--- config.mk ---
export PLATFORM = sky130hd
export DESIGN_NAME = branch_cond_controller_flat
export DESIGN_NICKNAME = d
export VERILOG_FILES = /design/src/rtl/branch_cond_controller_pkg.sv /design/src/rtl/branch_cond_controller_if.sv /design/src/rtl/branch_cond_controller_bicc_cond_eval.sv /design/src/rtl/branch_cond_controller.sv /design/src/flat_wrapper.sv
export SDC_FILE = /design/constraint.sdc
export NUM_CORES = 1
export LEC_CHECK = 0
export CORE_MARGIN = 2
export CORE_UTILIZATION = 43
export CTS_BUF_LIST = sky130_fd_sc_hd__clkbuf_8 sky130_fd_sc_hd__clkbuf_16
export DETAILED_ROUTE_END_ITERATION = 6
export GPL_ROUTABILITY_DRIVEN = 0
export GPL_TIMING_DRIVEN = 0
export MAX_ROUTING_LAYER = met4
export PLACE_DENSITY_LB_ADDON = 0.15
export SYNTH_ARGS = -nofsm -noshare
export SYNTH_HDL_FRONTEND = slang
export SYNTH_HIERARCHICAL = 1
export SYNTH_SLANG_ARGS = --single-unit
--- constraint.sdc ---
create_clock -name Clk -period 3.1 [get_ports Clk]
set_clock_uncertainty 0.1 [all_clocks]
set_input_delay 0.465 -clock Clk [delete_from_list [all_inputs] [get_ports Clk]]
set_output_delay 0.465 -clock Clk [all_outputs]
set_load 0.005 [all_outputs]
--- src/rtl/branch_cond_controller_pkg.sv ---
// Shared Bicc definitions: cond field encodings, PSR flag bit positions and
// the branch controller state encoding.
package branch_cond_controller_pkg;

  localparam logic [3:0] BICC_BN   = 4'b0000;
  localparam logic [3:0] BICC_BE   = 4'b0001;
  localparam logic [3:0] BICC_BLE  = 4'b0010;
  localparam logic [3:0] BICC_BL   = 4'b0011;
  localparam logic [3:0] BICC_BLEU = 4'b0100;
  localparam logic [3:0] BICC_BCS  = 4'b0101;
  localparam logic [3:0] BICC_BNEG = 4'b0110;
  localparam logic [3:0] BICC_BVS  = 4'b0111;
  localparam logic [3:0] BICC_BA   = 4'b1000;
  localparam logic [3:0] BICC_BNE  = 4'b1001;
  localparam logic [3:0] BICC_BG   = 4'b1010;
  localparam logic [3:0] BICC_BGE  = 4'b1011;
  localparam logic [3:0] BICC_BGU  = 4'b1100;
  localparam logic [3:0] BICC_BCC  = 4'b1101;
  localparam logic [3:0] BICC_BPOS = 4'b1110;
  localparam logic [3:0] BICC_BVC  = 4'b1111;

  // Flag vectors are packed {Z,N,C,V}
  localparam int FLAG_Z = 3;
  localparam int FLAG_N = 2;
  localparam int FLAG_C = 1;
  localparam int FLAG_V = 0;

  typedef enum logic [1:0] {
    IDLE    = 2'd0,
    WAIT_CC = 2'd1,
    DELAY   = 2'd2
  } state_e;

endpackage

--- src/rtl/branch_cond_controller_if.sv ---
// Bundle between the ID stage / PSR side and the branch controller.
// The master drives the decoded branch and flags; the slave returns branch control.
interface branch_cond_controller_if #(parameter int CNT_W = 16);

  logic             br_valid;
  logic [3:0]       br_cond;
  logic             br_annul;
  logic [3:0]       psr_flags;
  logic             cc_pending;
  logic [3:0]       alu_flags;
  logic             stall;
  logic             stall_req;
  logic             take_branch;
  logic             annul_slot;
  logic             dcti_err;
  logic [CNT_W-1:0] taken_cnt;

  modport master (
    output br_valid, br_cond, br_annul, psr_flags, cc_pending, alu_flags, stall,
    input  stall_req, take_branch, annul_slot, dcti_err, taken_cnt
  );

  modport slave (
    input  br_valid, br_cond, br_annul, psr_flags, cc_pending, alu_flags, stall,
    output stall_req, take_branch, annul_slot, dcti_err, taken_cnt
  );

endinterface

--- src/rtl/branch_cond_controller_bicc_cond_eval.sv ---
// Combinational Bicc condition evaluator: cond field plus {Z,N,C,V} to taken/not-taken.
// cond[3] inverts the base condition selected by cond[2:0].
module bicc_cond_eval
  import branch_cond_controller_pkg::*;
(
  input  logic [3:0] cond_i,
  input  logic [3:0] flags_i,
  output logic       true_o
);

  logic z, n, c, v;
  logic baseCond;

  assign z = flags_i[FLAG_Z];
  assign n = flags_i[FLAG_N];
  assign c = flags_i[FLAG_C];
  assign v = flags_i[FLAG_V];

  always_comb begin
    baseCond = 1'b0;
    case (cond_i[2:0])
      3'b000:  baseCond = 1'b0;
      3'b001:  baseCond = z;
      3'b010:  baseCond = z | (n ^ v);
      3'b011:  baseCond = n ^ v;
      3'b100:  baseCond = c | z;
      3'b101:  baseCond = c;
      3'b110:  baseCond = n;
      default: baseCond = v;
    endcase
  end

  assign true_o = baseCond ^ cond_i[3];

endmodule

--- src/rtl/branch_cond_controller.sv ---
// Bicc branch resolution controller: waits out PSR hazards, drives taken/annul for
// the delay slot and counts taken branches. Define CC_FORWARD_EN to bypass ALU flags.
module branch_cond_controller
  import branch_cond_controller_pkg::*;
#(
  parameter int CNT_W = 16
)
(
  input  logic Clk,
  input  logic Clr,
  branch_cond_controller_if.slave bus
);

  state_e           state_q, state_d;
  logic [3:0]       cond_q, cond_d;
  logic             abit_q, abit_d;
  logic             stall_req_q, stall_req_d;
  logic             take_q, take_d;
  logic             annul_q, annul_d;
  logic             dcti_q, dcti_d;
  logic [CNT_W-1:0] cnt_q, cnt_d;

  logic [3:0] evalCond;
  logic [3:0] evalFlags;
  logic       evalAnnul;
  logic       condTrue;
  logic       annulNext;
  logic       enterDelay;

  // WAIT_CC resolves the branch latched while the PSR write was in flight
  assign evalCond  = (state_q == WAIT_CC) ? cond_q : bus.br_cond;
  assign evalAnnul = (state_q == WAIT_CC) ? abit_q : bus.br_annul;

`ifdef CC_FORWARD_EN
  assign evalFlags = (state_q == IDLE && bus.cc_pending) ? bus.alu_flags : bus.psr_flags;
`else
  logic unusedAluFlags;
  assign unusedAluFlags = ^bus.alu_flags;
  assign evalFlags      = bus.psr_flags;
`endif

  bicc_cond_eval u_eval (
    .cond_i  (evalCond),
    .flags_i (evalFlags),
    .true_o  (condTrue)
  );

  // BA keeps the delay slot unless annulled; every other kind annuls only when not taken
  assign annulNext = evalAnnul & ((evalCond == BICC_BA) | ~condTrue);

  always_ff @(posedge Clk or posedge Clr) begin
    if (Clr) begin
      state_q     <= IDLE;
      cond_q      <= 4'b0000;
      abit_q      <= 1'b0;
      stall_req_q <= 1'b0;
      take_q      <= 1'b0;
      annul_q     <= 1'b0;
      dcti_q      <= 1'b0;
      cnt_q       <= '0;
    end else begin
      state_q     <= state_d;
      cond_q      <= cond_d;
      abit_q      <= abit_d;
      stall_req_q <= stall_req_d;
      take_q      <= take_d;
      annul_q     <= annul_d;
      dcti_q      <= dcti_d;
      cnt_q       <= cnt_d;
    end
  end

  always_comb begin
    state_d     = state_q;
    cond_d      = cond_q;
    abit_d      = abit_q;
    stall_req_d = stall_req_q;
    take_d      = take_q;
    annul_d     = annul_q;
    dcti_d      = 1'b0;
    cnt_d       = cnt_q;
    enterDelay  = 1'b0;

    if (!bus.stall) begin
      case (state_q)
        IDLE: begin
          if (bus.br_valid) begin
`ifndef CC_FORWARD_EN
            if (bus.cc_pending) begin
              state_d     = WAIT_CC;
              stall_req_d = 1'b1;
              cond_d      = bus.br_cond;
              abit_d      = bus.br_annul;
            end else begin
              enterDelay = 1'b1;
            end
`else
            enterDelay = 1'b1;
`endif
          end
        end
        WAIT_CC: enterDelay = 1'b1;
        DELAY: begin
          state_d = IDLE;
          take_d  = 1'b0;
          annul_d = 1'b0;
          dcti_d  = bus.br_valid;
        end
        default: state_d = IDLE;
      endcase

      if (enterDelay) begin
        state_d     = DELAY;
        stall_req_d = 1'b0;
        take_d      = condTrue;
        annul_d     = annulNext;
        if (condTrue && cnt_q != {CNT_W{1'b1}}) begin
          cnt_d = cnt_q + CNT_W'(1);
        end
      end
    end
  end

  assign bus.stall_req   = stall_req_q;
  assign bus.take_branch = take_q;
  assign bus.annul_slot  = annul_q;
  assign bus.dcti_err    = dcti_q;
  assign bus.taken_cnt   = cnt_q;

endmodule

--- src/flat_wrapper.sv ---
// flat-port wrapper written by rule: the top's interface ports become plain ports
module branch_cond_controller_flat import branch_cond_controller_pkg::*;
#(
  parameter int CNT_W = 16
)
  (Clk, Clr, bus_br_valid, bus_br_cond, bus_br_annul, bus_psr_flags, bus_cc_pending, bus_alu_flags, bus_stall, bus_stall_req, bus_take_branch, bus_annul_slot, bus_dcti_err, bus_taken_cnt);
  branch_cond_controller_if #(.CNT_W(CNT_W)) bus_i ();
  input  logic Clk;
  input  logic Clr;
  input wire logic [$bits(bus_i.br_valid)-1:0] bus_br_valid;
  input wire logic [$bits(bus_i.br_cond)-1:0] bus_br_cond;
  input wire logic [$bits(bus_i.br_annul)-1:0] bus_br_annul;
  input wire logic [$bits(bus_i.psr_flags)-1:0] bus_psr_flags;
  input wire logic [$bits(bus_i.cc_pending)-1:0] bus_cc_pending;
  input wire logic [$bits(bus_i.alu_flags)-1:0] bus_alu_flags;
  input wire logic [$bits(bus_i.stall)-1:0] bus_stall;
  output wire logic [$bits(bus_i.stall_req)-1:0] bus_stall_req;
  output wire logic [$bits(bus_i.take_branch)-1:0] bus_take_branch;
  output wire logic [$bits(bus_i.annul_slot)-1:0] bus_annul_slot;
  output wire logic [$bits(bus_i.dcti_err)-1:0] bus_dcti_err;
  output wire logic [$bits(bus_i.taken_cnt)-1:0] bus_taken_cnt;
  assign bus_i.br_valid = bus_br_valid;
  assign bus_i.br_cond = bus_br_cond;
  assign bus_i.br_annul = bus_br_annul;
  assign bus_i.psr_flags = bus_psr_flags;
  assign bus_i.cc_pending = bus_cc_pending;
  assign bus_i.alu_flags = bus_alu_flags;
  assign bus_i.stall = bus_stall;
  assign bus_stall_req = bus_i.stall_req;
  assign bus_take_branch = bus_i.take_branch;
  assign bus_annul_slot = bus_i.annul_slot;
  assign bus_dcti_err = bus_i.dcti_err;
  assign bus_taken_cnt = bus_i.taken_cnt;
  branch_cond_controller #(.CNT_W(CNT_W)) u_core (.Clk(Clk), .Clr(Clr), .bus(bus_i));
endmodule
# ---- Word level (Yosys, flattened, before mapping)
# Cells that the tools add are included.
dict set report totals {
  reg_bits 27
  in_bits 18
  out_inout_bits 20
  elab_cells 62
}
dict set report classes {
  addsub 1
  n_eq_ne 13
  mux 20
  bitwise 8
  n_reduce_logical 12
}
# cell n
set ops {}
lappend ops {{adder 16 x 1 -> 16 bit (second input constant)} 1}
lappend ops {{inequality test 16 bit (second input constant)} 1}
lappend ops {{two-way mux 1 bit} 13}
lappend ops {{AND reduction 4 bit} 3}
lappend ops {{== test 3 bit (second input constant)} 3}
lappend ops {{nonzero test 2 bit} 4}
lappend ops {{one-hot mux 1 bit (7 select lines)} 1}
lappend ops {{== test 3 x 2 -> 1 bit (second input constant)} 2}
lappend ops {{two-way mux 2 bit} 3}
lappend ops {{inequality test 3 x 2 -> 1 bit (second input constant)} 2}
lappend ops {{== test 4 bit (second input constant)} 1}
lappend ops {{two-way mux 4 bit} 1}
lappend ops {{one-hot mux 2 bit (2 select lines)} 1}
lappend ops {{== test 3 x 1 -> 1 bit (second input constant)} 1}
lappend ops {{logical NOT 3 bit} 1}
lappend ops {{OR 1 bit} 3}
lappend ops {{AND reduction 3 bit} 1}
lappend ops {{== test 2 x 1 -> 1 bit (second input constant)} 1}
lappend ops {{== test 2 bit (second input constant)} 1}
lappend ops {{logical NOT 2 bit} 1}
lappend ops {{inequality test 2 bit (second input constant)} 1}
lappend ops {{inverter 1 bit} 2}
lappend ops {{one-hot mux 1 bit (2 select lines)} 1}
lappend ops {{AND reduction 2 bit} 1}
lappend ops {{3 further kinds} 4}

# ---- Longest topological paths before layout
dict set report depth {
  depth_word 9
  mapped_depth 11
  ltp_nobuf 9
}

# ---- Hierarchy
# Netlist, hierarchy kept.
# mod n_inst cells_per_inst area_each_um2 seq_area_each_um2
set modules_own_cells {}
lappend modules_own_cells {branch_cond_controller 1 118 1346.3 675.6}
lappend modules_own_cells {bicc_cond_eval 1 9 66.3 0.0}

# ---- Worst setup path before layout
# OpenSTA, ideal clock, no wires.
dict set report synth_timing {
  path_type {reg2reg}
  from {register u_core.state_q[0]}
  to {register u_core.cnt_q[9], in the netlist u_core/bus.taken_cnt[9]}
  setup_time_ns 0.079
  arrival_time_ns 2.790
  t_required_ns 2.921
  slack_ns 0.131
  path_stages_with_launch 12
  path_buffers 2
  synth_period_minus_slack_ns 2.969
  path_cell_list {dfrtp_1 clkbuf_1 nand2b_1 clkbuf_1 mux2_2 xor2_1 a221o_1 o21ai_1 xnor2_1 o2111ai_1 nor4b_1 xor2_1}
}
dict set report synth_between {
  elab_chain_cells 7
  elab_cells_between_ends 16
  classes_between {eq/ne: 7; mux: 4; bitwise: 1; reduce/logical: 4}
}
# item line
set synth_lines {}
lappend synth_lines {{start, declared} branch_cond_controller.sv:14} ;# state_e state_q, state_d;
lappend synth_lines {{start signal, assigned} branch_cond_controller.sv:62} ;# state_q <= state_d;
lappend synth_lines {{== test 2 x 1 -> 1 bit *} branch_cond_controller.sv:31} ;# assign evalCond = (state_q == WAIT_CC) ? cond_q : bus.br_cond;
lappend synth_lines {{two-way mux 4 bit *} branch_cond_controller.sv:31}
lappend synth_lines {{named net u_core.evalCond[2]} branch_cond_controller.sv:23} ;# logic [3:0] evalCond;
lappend synth_lines {{== test 3 bit (tied with other cells)} branch_cond_controller_bicc_cond_eval.sv:21} ;# case (cond_i[2:0])
lappend synth_lines {{one-hot mux 1 bit (7 select lines) *} branch_cond_controller_bicc_cond_eval.sv:21}
lappend synth_lines {{XOR 1 bit *} branch_cond_controller_bicc_cond_eval.sv:33} ;# assign true_o = baseCond ^ cond_i[3];
lappend synth_lines {{named net u_core.condTrue} branch_cond_controller.sv:26} ;# logic condTrue;
lappend synth_lines {{logical AND 1 bit *} branch_cond_controller.sv:117} ;# if (condTrue && cnt_q != {CNT_W{1'b1}}) begin
lappend synth_lines {{AND reduction 3 bit (no source line) *} n/a}
lappend synth_lines {{end signal, assigned} branch_cond_controller.sv:69} ;# cnt_q <= cnt_d;
lappend synth_lines {{end, declared} branch_cond_controller.sv:21} ;# logic [CNT_W-1:0] cnt_q, cnt_d;
# Mark *: on every way through the listed nets, which the timed path passes. The rest lies on a longest branch. The select of a mux whose other input is x is not followed.
# A chain may end at the register's enable or synchronous reset.

# ---- Worst setup path after layout
dict set report layout_timing {
  from {register u_core.state_q[0]}
  to {register u_core.cnt_q[11], in the netlist u_core/bus.taken_cnt[11]}
}
# The elaborated chain is that of the path after synthesis.

==> metrics.txt <==
power density cells 502.9 nW/um2; post-synth top area share 0.4783; Multi-input gate area 757.0 um2; HP Class flip-flop to flip-flop; Reg area 676.9 um2; Cells after Synth 127; Starting Density 0.4589; vias per cell 5.345; Post-Route Setup TNS 0 ps; CTS tree yes; initial antenna violation count 0; worst-margin pin slew 1000 ps; critical path class flip-flop to flip-flop; number of fill cells 264; drt drc 0; worst vdd ir 0.2769 mV; endpoint class of the critical path flip-flop; WP data required 3200 ps; area delta synth->final 33.04%; area leader, netlist dfrtp_1; CP max stage delay 500 ps; fin crit period 2923 ps; total setup buffers inserted after CTS 0; arrival time worst endpoint 3020 ps; final wirelength 2.981 mm; TritonCTS Buffers 3; Fin. Hold Viols 0; DIE AREA 3760 um2; Vias 1101; HPWL after DPL 2.217 mm; Worst-path clk slew 90 ps; max-slew violation count 0; top post-synthesis cells by area dfrtp_1 48%, xor2_1 8.7%, mux2_2 7.2%; ys async rst share 1.000; Ys Warns 6; syn avg cell area 11.12 um2; CP Launch Type flip-flop; PortBufs 33; row count 20; most common cell after layout, fill and taps aside clkdlybuf4s50_1; DR iter-0 viols 64; final worst slack 177.5 ps; Final Setup Violations 0; critical-path cell list nand2b_2, mux2_2, xor2_1, a221o_1, o21ai_1, xnor2_2, o2111ai_4, nor4_1, xor2_1; grt ovf 0; Max-Slew Margin vs Limit 0.3323; DRT Pass-1 Iters 4; Period Utilization, post-route 0.9428; fmax 342.2 MHz; CTS root buf clkbuf_8; cell area after synthesis 1413 um2; Max Cap Violations 0; drt wl/cell 14.47 um; Core Region 3078 um2; Setup WS pre-CTS -326.8 ps; Syn Nets 146; slowest CP cell dfrtp_2; # diodes 0; htree depth 1; vias in the first global route 1090; cell family with most CP delay compound AO/OA/AOI/OAI gates; Clk Latency, worst-skew pair 270 ps; GRT Overall Usage 0.1825; most common flop cell mapped by yosys dfrtp_1; critical path fanouts, max 8; Ports 38; Leakage 0.8369 nW; Die Height 61.32 um; global-route wire length before repair 4.857 mm; CTS Buffer Depth 2; largest net degree at the start of global routing 28; RSZ-0062 raised after global routing yes; status finished, final reports clean; CTS sink cnt 27; Die X 61.32 um; WP buf/inv 0; Detail Route Antenna Nets 0; Final nets 182; number of synthesized flops with an enable pin 0; most frequent cells in the layout 33 x clkdlybuf4s50_1, 26 x dfrtp_1, 14 x xor2_1; layout cell share with drive strength beyond 1 0.1605; CP dominant cell by count xor2_1; sequential fraction of the synthesis area 0.4783; number of synthesized register bits 27; count of cell types in the netlist 36
final timing paths:
check                                      endpoint                startpoint  cells past startpoint  slack (ps)
min reg2reg                u_core/bus.taken_cnt[11]  u_core/bus.taken_cnt[11]                      1         400
max reg2reg                u_core/bus.taken_cnt[11]         u_core/state_q[0]                      9         180
min in group asynchronous         u_core/state_q[1]                       Clr                      2         630
min                        u_core/bus.taken_cnt[11]  u_core/bus.taken_cnt[11]                      1         400
max                        u_core/bus.taken_cnt[11]         u_core/state_q[0]                      9         180
max in group asynchronous         u_core/state_q[0]                       Clr                      2        1610
layer usage:
layer,share of wire,global-route usage,vias up
met2,0.49,0.2888,20
met4,0.016,0.07453,0
met1,0.46,0.2362,543
li1,-,-,534
met5,0,-,-
met3,0.032,0.02521,4
Yosys cell counts, drive strengths merged, types with 2 or more instances:
library cell  number
xnor2              4
and3               2
nand4              3
clkbuf             2
mux2              10
mux2i              2
xor2              14
or2                2
inv                4
o21ai              6
nor2               5
nor2b              2
nor3               4
nand2              9
o211ai             3
nor4b              2
nand3              6
dfrtp             27
nor4              10
worst reg2reg max path, stage by stage, from the launching register on:
cell and delay (ps):
dfrtp_2 500, nand2b_2 200, mux2_2 410, xor2_1 160
a221o_1 320, o21ai_1 130, xnor2_2 200, o2111ai_4 260
nor4_1 400, xor2_1 170
final cells by class:
type                       instances  share of cell area
timing repair buffer              33              0.1758
multi-input combinational         94              0.4028
inverter                           4            0.007989
clock inverter                     1            0.001997
sequential                        27              0.3602
tap                               44             0.02929
clock buffer                       3             0.02197
sequential cells by signal, summed over array words and instances (netlist names):
signal	flops
u_core/cond_q	4
u_core/state_q	2
u_core/bus.stall_req	1
u_core/abit_q	1
u_core/bus.take_branch	1
u_core/bus.annul_slot	1
u_core/bus.dcti_err	1
u_core/bus.taken_cnt	16
cell families after synthesis:
family	synth area share
adder cells (fa/ha/maj)	0.008856
multiplexers	0.09655
flip-flops	0.4783
AND/OR/NAND/NOR	0.2179
buffers and inverters	0.01594
XOR/XNOR	0.1116
AO/OA/AOI/OAI	0.07085
power breakdown:
part           internal (mW)  switching [mW]
logic                  0.163           0.107
registers              0.414          0.0669
clock network         0.0888           0.106
total                  0.665           0.280
timing repair:
action	CTS	global route
gates cloned	0	0
resized for setup	4	3
endpoints found under the setup margin	15	12
hold buffers	0	0
through the flow:
step           hold WS, ps  total power [mW]  instance area, um2  instances  utilization
2_1_floorplan        380.0            0.6071                1413        127            -
3_3_place_gp         379.3            0.7332                1798        204       0.5841
3_5_place_dp         389.4            0.7433                1798        204       0.5841
4_1_cts              403.4            0.9476                1862        206       0.6049
5_1_grt              429.8             1.001                1879        206       0.6106
6_report             401.6            0.9452                1879        206       0.6106
Note: power is estimated with default switching activity, not from simulation.
==> RTL edit: new RTL, same flow settings <==
`CNT_W` is set to 16 in 3 places; all go to 32.
--- a/src/rtl/branch_cond_controller_if.sv
+++ b/src/rtl/branch_cond_controller_if.sv
@@ -1,6 +1,6 @@
 // Bundle between the ID stage / PSR side and the branch controller.
 // The master drives the decoded branch and flags; the slave returns branch control.
-interface branch_cond_controller_if #(parameter int CNT_W = 16);
+interface branch_cond_controller_if #(parameter int CNT_W = 32);
 
   logic             br_valid;
   logic [3:0]       br_cond;
--- a/src/rtl/branch_cond_controller.sv
+++ b/src/rtl/branch_cond_controller.sv
@@ -3,7 +3,7 @@
 module branch_cond_controller
   import branch_cond_controller_pkg::*;
 #(
-  parameter int CNT_W = 16
+  parameter int CNT_W = 32
 )
 (
   input  logic Clk,
--- a/src/flat_wrapper.sv
+++ b/src/flat_wrapper.sv
@@ -1,7 +1,7 @@
 // flat-port wrapper written by rule: the top's interface ports become plain ports
 module branch_cond_controller_flat import branch_cond_controller_pkg::*;
 #(
-  parameter int CNT_W = 16
+  parameter int CNT_W = 32
 )
   (Clk, Clr, bus_br_valid, bus_br_cond, bus_br_annul, bus_psr_flags, bus_cc_pending, bus_alu_flags, bus_stall, bus_stall_req, bus_take_branch, bus_annul_slot, bus_dcti_err, bus_taken_cnt);
   branch_cond_controller_if #(.CNT_W(CNT_W)) bus_i ();
Interface: changed (resized bus_taken_cnt); port bits go from 38 to 54. The function was not compared with the original's and may differ.
==> RTL edit against the original RTL <==
Setup slack got worse by 0.00051 ns. Power rose by 49%. Largest cell class unchanged. Cell count rose by 56%. Synthesized area rose by 55%. Critical endpoint is now u_core/bus.taken_cnt[24]. Routed wire length rose by 54%. Design area rose by 56%. Largest power group unchanged. Sequential cell count rose by 16.
==> RTL edit: results (changes against the original RTL) <==
Status:
- The run finished with clean final reports.

Layout:
- Relative to the synthesized area, the layout overhead comes to 33.75%.
- The post-route non-filler standard cell count was 321 (+56%).
- The number of sequential cells is 43 (+59%).
- The fraction of final layout cells with drive strength greater than 1 is 13.94% (-2.1 points).
- The number of non-clock inverters came to 3 (-1).
- The layout clock buffer count came to 6 (+3).
- The number of flip-flops in the largest register was 32 (+16).
- The clock distribution area overhead in the final layout is 4.007% (+1.6 points).
- The summed area of non-filler cells in the final layout was 2935 um2 (+56%).
- The number of nets in the final layout is 269 (+48%).
- The number of fill cells in the layout came to 455 (+72%).
- The count of non-CTS buffers in the layout is 55 (+67%).
- The proportion of final cell area spent on non-clock buffers is 18.80% (+1.2 points).

Pwr:
- The internal cell power is 1.048 mW (+57%).
- The largest voltage drop on the vdd net is 0.0004092 V (+48%).
- The switching power share of the total is 25.45% (-4.2 points).
- The clock share of power is 32.3% (+12 points).
- The static power due to leakage is 1.272 nW (+52%).

Global route:
- The all-layer global routing usage is 18.24% (about the same).
- The global routing usage on met2 is 27.15% (-1.7 points).
- The maximum number of pins on one net before global-route repair is 38 (+36%).
- The first-pass GRT wire length was 7569 um (+56%).
- The global-route track usage on met3 is 3.175% (+0.65 points).
- The number of global-route vias before repair is 1611 (+48%).
- The routing usage on met1 is 25.26% (+1.6 points).

Routing:
- The detailed-routed wire length on met3 is 181 um (+93%).
- The final wirelength was 4598 um (+54%).
- The wire length on met1 is 2259 um (+65%).
- The routed via count is 1653 (+50%).
- The met2 wirelength from detailed routing came to 2087 um (+42%).

Place:
- The count of input and output buffers came to 49 (+48%).
- The placed cell count is 312 (+53%).
- The detailed placement HPWL is 3299 um (+49%).
- The total cell area at the placement stage is 2793 um2 (+55%).
- The worst slack at placement is -0.1625 ns (+0.1642 ns).

Yosys:
- The share of the synthesized area in the top cell type is 49.03% (+1.2 points).
- The distinct cell type count of the synthesized netlist is 37 (+2.8%).
- The net count after synthesis is 211 (+45%).
- Ranked by total cell area, the synthesized netlist is headed by sky130_fd_sc_hd__dfrtp_1 (49%), sky130_fd_sc_hd__xnor2_1 (9.6%), sky130_fd_sc_hd__mux2_2 (5.1%).
- The commonest cells after synthesis are sky130_fd_sc_hd__dfrtp_1 (43), sky130_fd_sc_hd__xnor2_1 (24), sky130_fd_sc_hd__nand3_1 (16).
- The cell count after synthesis is 192 (+51%).
- The sequential fraction of the synthesis area was 49.03% (+1.2 points).

Min path:
- The worst hold path belongs to the class primary input to async pin.

Critical path:
- The biggest fanout along the worst timing path is 7 (-1).
- The minimum setup slack among reg-to-reg paths came to 0.18 ns (about the same).
- The number of cells on the worst reg-to-reg path is 11 (+2).
- The critical path ends at u_core/bus.taken_cnt[24].

Timing:
- The worst relative slew slack is 71.94% (+39 points).
- The setup slack of the critical path after layout is 0.1770 ns (-0.0005140 ns).

Clock tree:
- The number of clock buffers inserted by TritonCTS is 5 (+2).
- The maximum level of the CTS H-tree is 2 (+1).
==> RTL edit: critical path, cell delays in order, from the launching register on <==
cell and delay (ns):
sky130_fd_sc_hd__dfrtp_1 0.46, sky130_fd_sc_hd__nand2b_4 0.15, sky130_fd_sc_hd__mux2_2 0.40, sky130_fd_sc_hd__xor2_1 0.15, sky130_fd_sc_hd__a221o_1 0.31, sky130_fd_sc_hd__o21ai_1 0.10
sky130_fd_sc_hd__xnor2_1 0.16, sky130_fd_sc_hd__o211a_1 0.27, sky130_fd_sc_hd__buf_4 0.15, sky130_fd_sc_hd__o2111ai_4 0.19, sky130_fd_sc_hd__nor3_2 0.23, sky130_fd_sc_hd__xor2_1 0.16
==> RTL edit: cell families (layout without fill, tap and decap cells) <==
family	after synthesis	count (layout)	share of synthesized area, %
simple gates	78	78	22.58
compound gates	17	17	6.214
mux	13	13	6.557
fa+ha+maj	1	1	0.5700
buf+inv	7	66	1.881
xor+xnor	33	33	13.17
flops	43	43	49.03
==> RTL edit: how the worst min path moves through the flow <==
stage / slack, ns / startpoint / cells after the start / end
floorplan: 0.37 / u_core/bus.take_branch / 1 / u_core/bus.take_branch
global placement: 0.37 / u_core/bus.stall_req / 1 / u_core/bus.stall_req
detailed placement: 0.37 / u_core/bus.stall_req / 1 / u_core/bus.stall_req
CTS: 0.28 / Clr / 2 / u_core/bus.taken_cnt[10]
global route: 0.30 / Clr / 2 / u_core/bus.taken_cnt[10]
finish: 0.28 / Clr / 2 / u_core/bus.taken_cnt[5]
==> RTL edit: repair_timing <==
| action | CTS | global route |
|---|---|---|
| buffers inserted | 0 | 2 |
| endpoints found under the hold margin | 0 | 0 |
| resized for setup | 1 | 2 |
| cloned | 0 | 0 |
| setup endpoints to repair | 28 | 21 |
